## src/rtl/ev_index_pkg.sv

```systemverilog
// ev_index_pkg
// Shared types and constants for the index gather unit (and its scatter
// counterpart): FSM state encoding, effective-address sum width, and the
// completion status record reported alongside done_valid.
package ev_index_pkg;

  // Width of an index word and of the data path to environment memory.
  localparam int IDX_W = 32;

  // Effective address is formed as a 33-bit sum so that a carry out of the
  // 32-bit index is still visible and treated as out of bounds.
  localparam int EA_W = IDX_W + 1;

  typedef enum logic [2:0] {
    IDLE    = 3'd0,
    RD_IDX  = 3'd1,
    CALC    = 3'd2,
    RD_ELEM = 3'd3,
    WRITE   = 3'd4,
    FINISH  = 3'd5
  } state_t;

  typedef struct packed {
    logic skipped;
    logic oob;
  } done_status_t;

endpackage

```

## src/rtl/index_gather_unit_if.sv

```systemverilog
// index_gather_unit_if
// Operation handshake and completion bundle between the instruction
// dispatcher (master) and the gather unit (slave).
//   op_valid/op_ready        : operation offer / accept (ready only when idle)
//   op_arr, op_index         : array base and immediate index or index address
//   op_index_is_addr         : index is a memory address holding the index
//   op_dest                  : destination word address
//   op_cond_en, op_cond_sel  : optional condition flag test
//   done_valid               : one-cycle completion pulse
//   done_skipped, done_oob   : completion status (never both set)
interface index_gather_unit_if #(
  parameter int ADDR_W = 8,
  parameter int NFLAGS = 8
) ();

  localparam int SEL_W = (NFLAGS > 1) ? $clog2(NFLAGS) : 1;

  logic              op_valid;
  logic              op_ready;
  logic [ADDR_W-1:0] op_arr;
  logic [31:0]       op_index;
  logic              op_index_is_addr;
  logic [ADDR_W-1:0] op_dest;
  logic              op_cond_en;
  logic [SEL_W-1:0]  op_cond_sel;
  logic              done_valid;
  logic              done_skipped;
  logic              done_oob;

  modport master (
    output op_valid, op_arr, op_index, op_index_is_addr, op_dest,
           op_cond_en, op_cond_sel,
    input  op_ready, done_valid, done_skipped, done_oob
  );

  modport slave (
    input  op_valid, op_arr, op_index, op_index_is_addr, op_dest,
           op_cond_en, op_cond_sel,
    output op_ready, done_valid, done_skipped, done_oob
  );

endinterface

```

## src/rtl/index_ea_calc.sv

```systemverilog
// index_ea_calc
// Combinational effective-address calculator shared by the gather and
// scatter units.
//   arr : array base address (ADDR_W)
//   a   : 32-bit index value
//   ea  : low ADDR_W bits of arr + a (element address when in bounds)
//   oob : arr + a >= 2**ADDR_W, including carry out of the 32-bit index
module index_ea_calc
  import ev_index_pkg::*;
#(
  parameter int ADDR_W = 8
) (
  input  logic [ADDR_W-1:0] arr,
  input  logic [IDX_W-1:0]  a,
  output logic [ADDR_W-1:0] ea,
  output logic              oob
);

  logic [EA_W-1:0] sum;

  // Any set bit above the address field means the element lies past the end
  // of memory; addresses never wrap.
  always_comb begin
    sum = {{(EA_W-ADDR_W){1'b0}}, arr} + {1'b0, a};
    ea  = sum[ADDR_W-1:0];
    oob = |sum[EA_W-1:ADDR_W];
  end

endmodule

```

## src/rtl/index_gather_unit.sv

```systemverilog
// index_gather_unit
// Sequential gather engine executing dest <- u32[arr + A], where A is either
// an immediate or a word read from memory. One operation at a time.
//   clk, rst_n     : clock and synchronous active-low reset
//   op             : operation handshake and completion (slave modport)
//   flags          : live condition flags, sampled only at accept
//   mem_rd_*       : read request; data returns on mem_rd_data one cycle later
//   mem_wr_*       : write port
//   busy           : operation in flight
module index_gather_unit
  import ev_index_pkg::*;
#(
  parameter int ADDR_W = 8,
  parameter int NFLAGS = 8
) (
  input  logic              clk,
  input  logic              rst_n,
  index_gather_unit_if.slave op,
  input  logic [NFLAGS-1:0] flags,
  output logic              mem_rd_en,
  output logic [ADDR_W-1:0] mem_rd_addr,
  input  logic [31:0]       mem_rd_data,
  output logic              mem_wr_en,
  output logic [ADDR_W-1:0] mem_wr_addr,
  output logic [31:0]       mem_wr_data,
  output logic              busy
);

  state_t            state;
  logic              ready_q;
  logic              done_q;
  done_status_t      status_q;
  logic [ADDR_W-1:0] arr_q;
  logic [ADDR_W-1:0] dest_q;

  logic [ADDR_W-1:0] calc_arr;
  logic [IDX_W-1:0]  calc_a;
  logic [ADDR_W-1:0] calc_ea;
  logic              calc_oob;
  logic              accept;
  logic              cond_ok;

  // The calculator sees the live operands while idle (immediate path) and the
  // latched base plus the returned index word while in CALC.
  always_comb begin
    if (state == CALC) begin
      calc_arr = arr_q;
      calc_a   = mem_rd_data;
    end else begin
      calc_arr = op.op_arr;
      calc_a   = op.op_index;
    end
  end

  index_ea_calc #(
    .ADDR_W(ADDR_W)
  ) u_ea_calc (
    .arr (calc_arr),
    .a   (calc_a),
    .ea  (calc_ea),
    .oob (calc_oob)
  );

  assign accept  = op.op_valid && ready_q;
  assign cond_ok = !op.op_cond_en || flags[op.op_cond_sel];

  // Read data is forwarded straight into the write port in WRITE, since it
  // arrives the cycle after RD_ELEM; gated so the bus is quiet otherwise.
  assign mem_wr_data     = mem_wr_en ? mem_rd_data : '0;
  assign op.op_ready     = ready_q;
  assign op.done_valid   = done_q;
  assign op.done_skipped = status_q.skipped;
  assign op.done_oob     = status_q.oob;

  // Main FSM. All outputs are registered and reflect the state being entered,
  // so read strobes and done pulses appear in the cycle of that state.
  // The condition is resolved first, so skipped and oob are exclusive.
  always_ff @(posedge clk) begin
    if (!rst_n) begin
      state       <= IDLE;
      ready_q     <= 1'b1;
      busy        <= 1'b0;
      done_q      <= 1'b0;
      status_q    <= '0;
      arr_q       <= '0;
      dest_q      <= '0;
      mem_rd_en   <= 1'b0;
      mem_rd_addr <= '0;
      mem_wr_en   <= 1'b0;
      mem_wr_addr <= '0;
    end else begin
      mem_rd_en   <= 1'b0;
      mem_rd_addr <= '0;
      mem_wr_en   <= 1'b0;
      mem_wr_addr <= '0;
      done_q      <= 1'b0;

      case (state)
        IDLE: begin
          if (accept) begin
            arr_q    <= op.op_arr;
            dest_q   <= op.op_dest;
            ready_q  <= 1'b0;
            busy     <= 1'b1;
            status_q <= '0;
            if (!cond_ok) begin
              state            <= FINISH;
              done_q           <= 1'b1;
              status_q.skipped <= 1'b1;
            end else if (op.op_index_is_addr) begin
              state       <= RD_IDX;
              mem_rd_en   <= 1'b1;
              mem_rd_addr <= op.op_index[ADDR_W-1:0];
            end else if (calc_oob) begin
              state        <= FINISH;
              done_q       <= 1'b1;
              status_q.oob <= 1'b1;
            end else begin
              state       <= RD_ELEM;
              mem_rd_en   <= 1'b1;
              mem_rd_addr <= calc_ea;
            end
          end
        end

        RD_IDX: begin
          state <= CALC;
        end

        CALC: begin
          if (calc_oob) begin
            state        <= FINISH;
            done_q       <= 1'b1;
            status_q.oob <= 1'b1;
          end else begin
            state       <= RD_ELEM;
            mem_rd_en   <= 1'b1;
            mem_rd_addr <= calc_ea;
          end
        end

        RD_ELEM: begin
          state       <= WRITE;
          mem_wr_en   <= 1'b1;
          mem_wr_addr <= dest_q;
          done_q      <= 1'b1;
        end

        WRITE, FINISH: begin
          state    <= IDLE;
          ready_q  <= 1'b1;
          busy     <= 1'b0;
          status_q <= '0;
        end

        default: begin
          state    <= IDLE;
          ready_q  <= 1'b1;
          busy     <= 1'b0;
          status_q <= '0;
        end
      endcase
    end
  end

endmodule

```

## src/flat_wrapper.sv

```systemverilog
// flat-port wrapper written by rule: the top's interface ports become plain ports
module index_gather_unit_flat import ev_index_pkg::*;
#(
  parameter int ADDR_W = 8,
  parameter int NFLAGS = 8
)
  (clk, rst_n, flags, mem_rd_en, mem_rd_addr, mem_rd_data, mem_wr_en, mem_wr_addr, mem_wr_data, busy, op_op_valid, op_op_arr, op_op_index, op_op_index_is_addr, op_op_dest, op_op_cond_en, op_op_cond_sel, op_op_ready, op_done_valid, op_done_skipped, op_done_oob);
  index_gather_unit_if #(.ADDR_W(ADDR_W), .NFLAGS(NFLAGS)) op_i ();
  input  logic clk;
  input  logic rst_n;
  input  logic [NFLAGS-1:0] flags;
  output logic mem_rd_en;
  output logic [ADDR_W-1:0] mem_rd_addr;
  input  logic [31:0] mem_rd_data;
  output logic mem_wr_en;
  output logic [ADDR_W-1:0] mem_wr_addr;
  output logic [31:0] mem_wr_data;
  output logic busy;
  input wire logic [$bits(op_i.op_valid)-1:0] op_op_valid;
  input wire logic [$bits(op_i.op_arr)-1:0] op_op_arr;
  input wire logic [$bits(op_i.op_index)-1:0] op_op_index;
  input wire logic [$bits(op_i.op_index_is_addr)-1:0] op_op_index_is_addr;
  input wire logic [$bits(op_i.op_dest)-1:0] op_op_dest;
  input wire logic [$bits(op_i.op_cond_en)-1:0] op_op_cond_en;
  input wire logic [$bits(op_i.op_cond_sel)-1:0] op_op_cond_sel;
  output wire logic [$bits(op_i.op_ready)-1:0] op_op_ready;
  output wire logic [$bits(op_i.done_valid)-1:0] op_done_valid;
  output wire logic [$bits(op_i.done_skipped)-1:0] op_done_skipped;
  output wire logic [$bits(op_i.done_oob)-1:0] op_done_oob;
  assign op_i.op_valid = op_op_valid;
  assign op_i.op_arr = op_op_arr;
  assign op_i.op_index = op_op_index;
  assign op_i.op_index_is_addr = op_op_index_is_addr;
  assign op_i.op_dest = op_op_dest;
  assign op_i.op_cond_en = op_op_cond_en;
  assign op_i.op_cond_sel = op_op_cond_sel;
  assign op_op_ready = op_i.op_ready;
  assign op_done_valid = op_i.done_valid;
  assign op_done_skipped = op_i.done_skipped;
  assign op_done_oob = op_i.done_oob;
  index_gather_unit #(.ADDR_W(ADDR_W), .NFLAGS(NFLAGS)) u_core (.clk(clk), .rst_n(rst_n), .op(op_i), .flags(flags), .mem_rd_en(mem_rd_en), .mem_rd_addr(mem_rd_addr), .mem_rd_data(mem_rd_data), .mem_wr_en(mem_wr_en), .mem_wr_addr(mem_wr_addr), .mem_wr_data(mem_wr_data), .busy(busy));
endmodule
```

## config.mk

```make
export PLATFORM = sky130hd
export DESIGN_NAME = index_gather_unit_flat
export DESIGN_NICKNAME = d
export VERILOG_FILES = /design/src/rtl/ev_index_pkg.sv /design/src/rtl/index_gather_unit_if.sv /design/src/rtl/index_ea_calc.sv /design/src/rtl/index_gather_unit.sv /design/src/flat_wrapper.sv
export SDC_FILE = /design/constraint.sdc
export NUM_CORES = 1
export LEC_CHECK = 0
export CAP_MARGIN = 0
export CORE_AREA = 2 2 95 97
export DETAILED_ROUTE_END_ITERATION = 8
export DIE_AREA = 0 0 97 99
export PLACE_DENSITY = 0.8
export SYNTH_ARGS = -nofsm -noshare
export SYNTH_HDL_FRONTEND = slang
export SYNTH_HIERARCHICAL = 1
export SYNTH_SLANG_ARGS = --single-unit
export TNS_END_PERCENT = 5
```

## constraint.sdc

```tcl
create_clock -name clk -period 5.7 [get_ports clk]
set_clock_uncertainty 0.2 [all_clocks]
set_input_delay 0.855 -clock clk [delete_from_list [all_inputs] [get_ports clk]]
set_output_delay 0.855 -clock clk [all_outputs]
set_load 0.05 [all_outputs]
```

==> results.yml <==
yosys:
  netlist_area_mm2: 0.00325
  synth_edf_count: 0
  synth-seq-cells: 42
  syn_avg_cell_area_um2: 7.94
  synth.distinct_cells: 58
  syn_nets: 514
  ys_async_sr_fraction: 0
  ys.flop_type: "dfxtp_1"
  synth_warnings: 6
  synthCells: 409
  seq_area_frac_synth: 0.259
job:
  drv_cap: 0
finish:
  insertedDiodeCount: 0
  drive_gt1_frac: 0.114
  fin_nets: 655
  area_growth_pct: 51.2
  stdcell_count: 659
outcome:
  status: "finished, final reports clean"
routing:
  routed_wl_mm: 9.86
  vias: 3449
  first_pass_iters: 4
  wl_per_cell_um: 15.0
  viasPerCell: 5.23
  ant_nets: 0
  drc_errors: 0
  first_iter_violations: 161
clock_tree:
  cts_tree: "done"
  holdBufCountCts: 0
  numCtsBuffers: 5
  cts_sinks: 42
  cts_resized: 0
  path_clk_slew_ps: 80
  cts-root-buf: "clkbuf_8"
  max-clock-path-buffers: 2
  post_cts.repair.setup_buffers: 0
  htree_num_levels: 2
  insertion_delay_ps: 290
min_path:
  hold_path_class: "register to register"
  worstHoldStart: "u_core/dest_q[1]"
  hold_depth: 1
  whs_endpoint: "u_core/mem_wr_addr[1]"
global_route:
  grt-ovfl-total: 0
  antenna_found_initial: 0
  grt.total_usage: 0.198
  grt_pass1_wl_mm: 16.3
  grt_pass1_vias: 3482
  grt_max_degree: 34
floorplanning:
  num_io_pins: 151
  rows: 34
  start_util: 0.380
  die_w_um: 97
  core_mm2: 0.00855
  die_area_mm2: 0.00960
  dieHeight_um: 99
power_and_ir_drop:
  p_sw_frac: 0.325
  pwr-share-comb: 0.359
  p_leak_nw: 1.82
  p_total_mw: 0.818
  powerDensity_mw_per_mm2: 166
  max-vdd-ir-drop_mv: 0.0915
  p_seq_frac: 0.397
  power_frac_clock: 0.244
  switchingPower_mw: 0.265
  p_int_mw: 0.552
worst_setup_path:
  reg2reg_setup_slack_ps: 940
  cp_slowest_cell: "nor3b_4"
  cp_data_required_time_ps: 5710
  r2r-start: "u_core/state[1]"
  worstSetupPathType: "register to register"
  crit_chain: "nor3b_4, mux2_2, ha_1, fa_1, a211oi_2, o211ai_2, and2_1, a211o_2, a21boi_0, nand4_1, or3_1, inv_1, o221ai_2, o22ai_1"
  cpPeakStageDelay_ps: 650
  worstSetupStartpointType: "register"
  cp_max_fo: 17
  reg2regPathDepth: 14
  r2r-end: "u_core/mem_rd_addr[1]"
  worstPathArrival_ps: 4760
  endpoint_kind: "register"
timing:
  finalSetupViolCount: 0
  tightest_slew_ps: 1000
  setup-tns-final_ps: 0
  slew_headroom: 0.328
  worst_slack_ps: 945
  finalMaxSlewViolations: 0
  hold_viol_final: 0
  timing.fmax_mhz: 210
  period_needed_ps: 4760
  rsz0062_at_grt: "no"
  final.period_utilization: 0.834
place:
  dpl.hpwl_mm: 7.88
  pre_cts_ws_ps: 964
  place.gp.congestion: 0.882
  placed_cells: 651
  numPortBuffers: 150
==> power by group through the flow <==
stage               sequential, mW  clock, mW  combinational, mW
floorplan                    0.346          0              0.160
finish                       0.324      0.200              0.294
CTS                          0.324      0.204              0.293
detailed placement           0.331          0              0.292
global route                 0.327      0.216              0.322
global placement             0.330          0              0.287
==> cell usage in the layout (no fill, tap or decap), drive strengths merged, types with 3 or more instances in the layout <==
cell type,count
a31oi,5
o22ai,10
o21ai,21
nand4,7
inv,21
or3,5
nor2,19
ha,8
or2,3
nand2,61
clkbuf,6
xnor2,10
xor2,5
and2,44
mux2,32
nor3,8
nand3,11
a21oi,11
a21boi,18
clkdlybuf4s50,150
mux2i,3
dfxtp,42
a211oi,5
o211ai,5
a21o,4
==> flip-flops by register name, indices dropped and copies added, names as in the netlist <==
name                    flops
u_core/arr_q                8
u_core/busy                 1
u_core/dest_q               8
u_core/mem_rd_addr          8
u_core/mem_rd_en            1
u_core/mem_wr_addr          8
u_core/mem_wr_en            1
u_core/op.done_oob          1
u_core/op.done_skipped      1
u_core/op.done_valid        1
u_core/op.op_ready          1
u_core/state                3
==> layer usage <==
metal	up-vias	global-route usage	routed length [µm]
met2	116	0.355	4970
met3	18	0.0305	461
li1	1734	-	-
met5	-	0	0
met4	0	0.0628	174
met1	1581	0.244	4250
==> metrics by stage <==
step / hold WS (ps) / cell area, µm² / util
3_3_place_gp: 234 / 4820 / 0.563
4_1_cts: 268 / 4910 / 0.574
2_1_floorplan: 230 / 3250 / -
6_report: 265 / 4910 / 0.574
5_1_grt: 276 / 4910 / 0.574
3_5_place_dp: 247 / 4820 / 0.563
==> synthesized netlist by cell type, types with 2 or more instances <==
library cell  instances  area, µm²
nand2_1              61        229
and2_1               43        269
dfxtp_1              42        841
mux2_2               32        360
inv_1                21       78.8
o21ai_0              21        105
nor2_1               19       71.3
a21boi_0             18        135
a21oi_1              11       55.1
nand3_1              11       55.1
o22ai_1              10       62.6
xnor2_1              10       87.6
ha_1                  8        100
nor3_1                8       40.0
buf_2                 7       35.0
clkbuf_1              7       26.3
nand4_1               6       37.5
a31oi_1               5       31.3
or3_1                 5       31.3
xor2_1                5       43.8
a211oi_1              4       30.0
a21o_1                3       22.5
clkbuf_2              3       15.0
mux2i_1               3       30.0
o211ai_1              3       22.5
a221oi_1              2       17.5
a22oi_1               2       15.0
and4_1                2       17.5
nand2b_1              2       12.5
nor2b_1               2       12.5
nor4b_1               2       17.5
o211ai_2              2       25.0
o21bai_1              2       15.0
o221ai_2              2       30.0
or2_2                 2       12.5
==> worst max path at each step <==
| stage | slack, ps | end | from | depth (start not counted) |
|---|---|---|---|---|
| 2_1_floorplan | 1600 | u_core/op.done_valid | u_core/state[1] | 16 |
| 6_report | 940 | u_core/mem_rd_addr[1] | u_core/state[1] | 14 |
| 3_5_place_dp | 960 | u_core/mem_rd_addr[2] | op_op_arr[0] | 14 |
| 5_1_grt | 570 | u_core/mem_rd_addr[6] | u_core/state[1] | 14 |
| 4_1_cts | 970 | u_core/mem_rd_addr[2] | u_core/state[1] | 14 |
| 3_3_place_gp | 1090 | u_core/mem_rd_addr[1] | op_op_arr[0] | 14 |
==> cells by family after synthesis <==
kind of cell | synth area share
AND/OR/NAND/NOR | 0.278
adder cells (fa/ha/maj) | 0.0370
multiplexers | 0.127
flip-flops | 0.259
buffers and inverters | 0.0520
XOR/XNOR | 0.0404
AO/OA/AOI/OAI | 0.207
==> cell type report <==
cell class | count | area [µm²]
well taps | 108 | 135
flip-flops and latches | 42 | 841
fillers | 773 | 3640
clock buffers | 6 | 82.6
repair buffers | 152 | 1520
multi-input cells | 328 | 2240
inverters | 21 | 78.8
clock inverters | 2 | 12.5
==> worst max-delay path: cells and delay by family (launching register included) <==
family                   cells  cell delay (ps)
multiplexers                 1              420
AO/OA/AOI/OAI                6             1320
AND/OR/NAND/NOR              4             1440
flip-flops                   1              490
adder cells (fa/ha/maj)      2              670
buffers and inverters        1              130
Note: power is estimated with default switching activity, not from simulation.
